$ cat src/rtl/csr_file.sv
// csr_file: machine-mode CSR file for the single-cycle RV32 core.
// Executes Zicsr read-modify-write, sequences ECALL/EBREAK/MRET and the
// external interrupt, and holds the 64-bit mcycle/minstret counters.
`timescale 1ns/1ps
module csr_file #(
  parameter logic [31:0] MTVEC_RST = 32'h0000_0000
) (
  input  logic        clk,
  input  logic        rst,
  input  logic [31:0] instr,
  input  logic        instr_valid,
  input  logic [31:0] pc,
  input  logic [31:0] rs1_data,
  input  logic [2:0]  csr_alu_ctr,
  input  logic        csr_we,
  input  logic        csr2reg,
  input  logic        ext_irq,
  output logic [31:0] csr_rdata,
  output logic        trap_taken,
  output logic [31:0] trap_pc
);

  localparam logic [11:0] A_MSTATUS  = 12'h300;
  localparam logic [11:0] A_MIE      = 12'h304;
  localparam logic [11:0] A_MTVEC    = 12'h305;
  localparam logic [11:0] A_MSCRATCH = 12'h340;
  localparam logic [11:0] A_MEPC     = 12'h341;
  localparam logic [11:0] A_MCAUSE   = 12'h342;
  localparam logic [11:0] A_MIP      = 12'h344;
  localparam logic [11:0] A_MCYCLE   = 12'hB00;
  localparam logic [11:0] A_MCYCLEH  = 12'hB80;
  localparam logic [11:0] A_MINSTRET = 12'hB02;
  localparam logic [11:0] A_MINSTRETH= 12'hB82;
  localparam logic [11:0] A_CYCLE    = 12'hC00;
  localparam logic [11:0] A_CYCLEH   = 12'hC80;
  localparam logic [11:0] A_INSTRET  = 12'hC02;
  localparam logic [11:0] A_INSTRETH = 12'hC82;

  localparam logic [31:0] I_ECALL  = 32'h0000_0073;
  localparam logic [31:0] I_EBREAK = 32'h0010_0073;
  localparam logic [31:0] I_MRET   = 32'h3020_0073;

  localparam logic [31:0] CAUSE_EXT_IRQ = 32'h8000_000B;
  localparam logic [31:0] CAUSE_ECALL   = 32'd11;
  localparam logic [31:0] CAUSE_EBREAK  = 32'd3;

  // Architectural state; mtvec/mepc keep their low two bits at zero.
  logic        r_mst_mie;
  logic        r_mst_mpie;
  logic        r_mie_meie;
  logic [31:0] r_mtvec;
  logic [31:0] r_mscratch;
  logic [31:0] r_mepc;
  logic [31:0] r_mcause;
  logic [63:0] r_mcycle;
  logic [63:0] r_minstret;

  logic [11:0] w_addr;
  logic [4:0]  w_zimm;
  logic [1:0]  w_op;
  logic [31:0] w_src;
  logic [31:0] w_old;
  logic [31:0] w_new;
  logic        w_op_writes;
  logic        w_irq;
  logic        w_ecall;
  logic        w_ebreak;
  logic        w_mret;
  logic        w_trap_entry;
  logic        w_csr_wr;
  logic [31:0] w_cause;

  logic        w_cyc_lo_wr;
  logic        w_cyc_hi_wr;
  logic        w_ret_lo_wr;
  logic        w_ret_hi_wr;
  logic        w_ret_inc;
  logic [32:0] w_cyc_lo_sum;
  logic [32:0] w_ret_lo_sum;
  logic [63:0] w_mcycle_next;
  logic [63:0] w_minstret_next;

  assign w_addr = instr[31:20];
  assign w_zimm = instr[19:15];
  assign w_op   = csr_alu_ctr[2:1];
  assign w_src  = csr_alu_ctr[0] ? {27'b0, w_zimm} : rs1_data;

  // Old-value read mux; unimplemented addresses read zero.
  always_comb begin
    w_old = 32'b0;
    case (w_addr)
      A_MSTATUS:               w_old = {19'b0, 2'b11, 3'b0, r_mst_mpie, 3'b0, r_mst_mie, 3'b0};
      A_MIE:                   w_old = {20'b0, r_mie_meie, 11'b0};
      A_MTVEC:                 w_old = r_mtvec;
      A_MSCRATCH:              w_old = r_mscratch;
      A_MEPC:                  w_old = r_mepc;
      A_MCAUSE:                w_old = r_mcause;
      A_MIP:                   w_old = {20'b0, ext_irq, 11'b0};
      A_MCYCLE,   A_CYCLE:     w_old = r_mcycle[31:0];
      A_MCYCLEH,  A_CYCLEH:    w_old = r_mcycle[63:32];
      A_MINSTRET, A_INSTRET:   w_old = r_minstret[31:0];
      A_MINSTRETH, A_INSTRETH: w_old = r_minstret[63:32];
      default:                 w_old = 32'b0;
    endcase
  end

  // Write/set/clear operand combination; the reserved op leaves the value as is.
  always_comb begin
    w_new       = w_old;
    w_op_writes = 1'b0;
    case (w_op)
      2'b00: begin w_new = w_src;          w_op_writes = 1'b1;            end
      2'b01: begin w_new = w_old | w_src;  w_op_writes = (w_zimm != 5'd0); end
      2'b10: begin w_new = w_old & ~w_src; w_op_writes = (w_zimm != 5'd0); end
      default: begin w_new = w_old;        w_op_writes = 1'b0;            end
    endcase
  end

  // Trap decode: the interrupt pre-empts the instruction, so it blocks the others.
  assign w_irq        = instr_valid & ext_irq & r_mst_mie & r_mie_meie;
  assign w_ecall      = instr_valid & ~w_irq & (instr == I_ECALL);
  assign w_ebreak     = instr_valid & ~w_irq & (instr == I_EBREAK);
  assign w_mret       = instr_valid & ~w_irq & (instr == I_MRET);
  assign w_trap_entry = w_irq | w_ecall | w_ebreak;
  assign w_cause      = w_irq ? CAUSE_EXT_IRQ : (w_ecall ? CAUSE_ECALL : CAUSE_EBREAK);

  assign trap_taken = ~rst & (w_trap_entry | w_mret);
  assign trap_pc    = rst ? 32'b0 : (w_mret ? r_mepc : r_mtvec);
  assign csr_rdata  = (csr2reg & ~rst) ? w_old : 32'b0;

  assign w_csr_wr = csr_we & instr_valid & ~trap_taken & w_op_writes;

  // Counter next-state: a written half takes the new value and stops the carry path.
  always_comb begin
    w_cyc_lo_wr  = w_csr_wr & (w_addr == A_MCYCLE);
    w_cyc_hi_wr  = w_csr_wr & (w_addr == A_MCYCLEH);
    w_ret_lo_wr  = w_csr_wr & (w_addr == A_MINSTRET);
    w_ret_hi_wr  = w_csr_wr & (w_addr == A_MINSTRETH);
    w_ret_inc    = instr_valid & ~w_irq;
    w_cyc_lo_sum = {1'b0, r_mcycle[31:0]} + 33'd1;
    w_ret_lo_sum = {1'b0, r_minstret[31:0]} + {32'b0, w_ret_inc};
    w_mcycle_next[31:0]    = w_cyc_lo_wr ? w_new : w_cyc_lo_sum[31:0];
    w_mcycle_next[63:32]   = w_cyc_hi_wr ? w_new
                           : r_mcycle[63:32] + {31'b0, w_cyc_lo_sum[32] & ~w_cyc_lo_wr};
    w_minstret_next[31:0]  = w_ret_lo_wr ? w_new : w_ret_lo_sum[31:0];
    w_minstret_next[63:32] = w_ret_hi_wr ? w_new
                           : r_minstret[63:32] + {31'b0, w_ret_lo_sum[32] & ~w_ret_lo_wr};
  end

  // Counter registers.
  always_ff @(posedge clk or posedge rst) begin
    if (rst) begin
      r_mcycle   <= 64'b0;
      r_minstret <= 64'b0;
    end else begin
      r_mcycle   <= w_mcycle_next;
      r_minstret <= w_minstret_next;
    end
  end

  // Trap entry/return and software writes to the non-counter CSRs.
  always_ff @(posedge clk or posedge rst) begin
    if (rst) begin
      r_mst_mie  <= 1'b0;
      r_mst_mpie <= 1'b0;
      r_mie_meie <= 1'b0;
      r_mtvec    <= MTVEC_RST & ~32'h3;
      r_mscratch <= 32'b0;
      r_mepc     <= 32'b0;
      r_mcause   <= 32'b0;
    end else if (w_trap_entry) begin
      r_mepc     <= pc & ~32'h3;
      r_mcause   <= w_cause;
      r_mst_mpie <= r_mst_mie;
      r_mst_mie  <= 1'b0;
    end else if (w_mret) begin
      r_mst_mie  <= r_mst_mpie;
      r_mst_mpie <= 1'b1;
    end else if (w_csr_wr) begin
      case (w_addr)
        A_MSTATUS: begin
          r_mst_mie  <= w_new[3];
          r_mst_mpie <= w_new[7];
        end
        A_MIE:      r_mie_meie <= w_new[11];
        A_MTVEC:    r_mtvec    <= w_new & ~32'h3;
        A_MSCRATCH: r_mscratch <= w_new;
        A_MEPC:     r_mepc     <= w_new & ~32'h3;
        A_MCAUSE:   r_mcause   <= w_new;
        default: ;
      endcase
    end
  end

endmodule
$ cat config.mk
export PLATFORM = sky130hd
export DESIGN_NAME = csr_file
export DESIGN_NICKNAME = d
export VERILOG_FILES = /design/src/rtl/csr_file.sv
export SDC_FILE = /design/constraint.sdc
export NUM_CORES = 1
export LEC_CHECK = 0
export ABC_AREA = 1
export CAP_MARGIN = 25
export CORE_UTILIZATION = 35
export CTS_CLUSTER_SIZE = 24
export DETAILED_ROUTE_END_ITERATION = 16
export HOLD_SLACK_MARGIN = 0.1
export PLACE_DENSITY = 0.6
export REMOVE_ABC_BUFFERS = 1
export SYNTH_ARGS = -nofsm -noshare
export SYNTH_HDL_FRONTEND = slang
export SYNTH_SLANG_ARGS = --single-unit
$ cat constraint.sdc
create_clock -name clk -period 39.8 [get_ports clk]
set_clock_uncertainty 0.15 [all_clocks]
set_input_delay 5.97 -clock clk [delete_from_list [all_inputs] [get_ports clk]]
set_output_delay 5.97 -clock clk [all_outputs]
set_load 0.005 [all_outputs]
==> key figures <==
Clock tree
  – CTS resizes: 0
  – CTS root buffer: clkbuf_16
  – CTS Sinks: 255
  – CTS tree: built
  – Clk Latency, worst-skew pair: 580 ps
  – CTS Buf Count: 30
  – Setup bufs post-CTS: 0
  – H-tree lvl count: 1
  – CTS clock-pin slew for the worst setup and hold paths: 60 ps
  – CTS max path bufs: 3
  – # hold bufs at CTS: 0

Detailed routing
  – Wirelength per Cell: 20.5 um
  – Vias post-DR: 18,467
  – Initial drt markers: 1,603
  – Total wire length: 70,000 um
  – Final ANT Viol Nets: 0
  – First drt pass iteration count: 6
  – DRC violations left: 0
  – Vias/cell: 5.40

Critical path
  – R2R depth: 27
  – CP required: 33,680 ps
  – FF-to-FF setup slack: 34,310 ps
  – Worst r2r dst: r_minstret[54]
  – Worst r2r src: r_mst_mie
  – Kind of critical path: in2out
  – Critical path fanouts, max: 78
  – CP endpoint kind: output port
  – Worst setup SP type: input pin
  – CP Data Arrival Time: 10,120 ps

Cells and area
  – Area occupied by multi-input gates: 9500 um^2
  – Most common cell after layout, fill and taps aside: nand2_1
  – Fillers: 5,335
  – Final non-filler cell total: 3,417
  – Share of cells above drive strength 1: 4.74%
  – Final instance area: 20,700 um^2
  – Register area: 6380 um^2
  – ANT cells: 0
  – Final net count: 2,840
  – Layout area overhead: 16.1%
  – Most frequent cells in the layout: nand2_1 (654), nand3_1 (403), inv_1 (301), dfrtp_1 (255), nor2_1 (206)

Logic synthesis
  – Syn avg cell area: 6.77 um^2
  – Post-synth cell types: 40
  – Warnings, synthesis: 0
  – Ys async rst share: 100%
  – EDFF count, synth: 0
  – Main flop type after synthesis: dfrtp_1
  – Top cell type's share of synthesized area: 35.7%
  – #FFs+latches synth: 255
  – Netlist Area Pre-Place: 17,900 um^2
  – Cells after synthesis: 2,636
  – Area leader, netlist: dfrtp_1
  – Area contributors post-synth: dfrtp_1 (36%), nand2_1 (14%), nand3_1 (11%)
  – Post-synthesis sequential area ratio: 35.7%

Timing
  – Final Max Slew Viols: 0
  – Period utilization: 40.8%
  – Unrepaired setup endpoints after global routing: no
  – Final Hold Fails: 0
  – Final WS setup: 23,560 ps
  – Worst Max-Slew Pin Slew: 1070 ps
  – Hold Slack: 339 ps
  – Setup TNS Final: 0 ps
  – Min cycle time layout: 16,240 ps
  – # setup viols final: 0
  – Max Freq: 0.0616 GHz
  – Max_slew headroom: 28.0%

Global route
  – Initial antenna violation count: 0
  – Global-route wire length before repair: 107,000 um
  – Number of global-route vias before repair: 17,783
  – Gr usage total: 26.5%
  – Largest net degree at the start of global routing: 89
  – Grt total ovfl: 0

Power
  – P_sw: 0.000168 W
  – LEAKAGE: 10.1 nW
  – Sequential power share: 44.3%
  – Power per cell area: 29.7 nW/um^2
  – Cell-internal power: 0.000448 W
  – Proportion of power drawn by combinational gates: 11.4%
  – Sw Ratio: 27.2%
  – Clock network power share: 44.3%
  – Maximum VDD drop: 0.0324 mV

Placed design
  – GP Congestion: 0.989
  – Dpl hpwl: 49,000 um
  – Placed cell count: 3,364
  – Setup WS pre-CTS: 23,630 ps
  – Area after DPL: 19,800 um^2
  – IO buf count: 165

Hold path
  – Hold WC Path Type: reg2reg
  – Hold path endpoint: r_mscratch[2]
  – Worst hold start: r_mscratch[2]
  – Hold Path Depth: 2

Status
  – Outcome: finished, final reports clean

Floorplanning
  – Core Area: 50,300 um^2
  – Initial Util: 35.5%
  – Site Rows: 82
  – Die Width: 228 um
  – Count of boundary I/O pins: 170
  – Die Y: 228 um
  – Die ar.: 51,900 um^2

Job
  – Maxcap violations: 0
## stage by stage
step | power, W | utilization (%)
2_1_floorplan | 0.000313 | -
3_3_place_gp | 0.000345 | 39.3
3_5_place_dp | 0.000346 | 39.3
4_1_cts | 0.000619 | 41.2
5_1_grt | 0.000637 | 41.2
6_report | 0.000616 | 41.2
## registers in the layout (all words and copies together) (netlist names)
register    count
r_mscratch     32
r_mst_mpie      1
r_mcause       32
r_mcycle       64
r_mst_mie       1
r_mie_meie      1
r_mepc         30
r_mtvec        30
r_minstret     64
## cell families after synthesis
family,share of synthesized area (%)
fa+ha+maj,0.771
simple gates,35.7
other cells,0.0210
buf+inv,11.1
compound gates,10.9
flops,35.7
xor+xnor,5.79
## worst max-delay path by stage
stage	from	end	slack, ps	cells after the start
4_1_cts	instr[31]	csr_rdata[16]	23630	11
3_5_place_dp	instr[31]	csr_rdata[16]	23630	11
2_1_floorplan	rst	csr_rdata[11]	18580	3
3_3_place_gp	instr[31]	csr_rdata[16]	23600	11
5_1_grt	instr[31]	csr_rdata[16]	23480	11
6_report	instr[31]	csr_rdata[16]	23560	11
## area by class of cell
class / count / area share, %
flip-flops and latches: 255 / 30.8
clock buffers: 46 / 4.26
well taps: 672 / 4.06
multi-input cells: 1931 / 45.9
inverters: 317 / 5.79
clock inverters: 7 / 0.290
repair buffers: 189 / 8.94
## synth_stat cells (all sizes together) (11+ instances only)
cell	n
inv	317
xor2	96
nand4	47
buf	82
nand3	410
clkbuf	52
o211ai	29
ha	11
nand2	663
nor2	224
nor4	12
dfrtp	255
o21ai	274
a21oi	67
nor3	63
xnor2	22
## worst max-delay path, stage by stage
cell             delay, ps
clkdlybuf4s50_1        530
inv_1                   60
nor2_1                 110
nand2_2                110
nand2_2                 70
buf_4                  700
nand2_1                620
o21ai_0               1010
nor2_1                 160
a21oi_1                210
clkdlybuf4s50_1        530
## layer usage
metal  track usage [%]  vias to the layer above  wire length (um)
li1                  -                     8731                 -
met4              9.29                        0              2260
met3              3.64                      127              4890
met1              35.2                     8831             30100
met2              44.0                      778             32700
met5                 0                        -                 0
## power by group through the flow
stage,combinational (W),sequential (W),clock (W)
floorplan,0.0000378,0.000275,0
global placement,0.0000680,0.000277,0
detailed placement,0.0000688,0.000277,0
CTS,0.0000692,0.000272,0.000277
global route,0.0000767,0.000273,0.000287
finish,0.0000701,0.000273,0.000273
No activity file was read; power rests on OpenSTA's default activity.
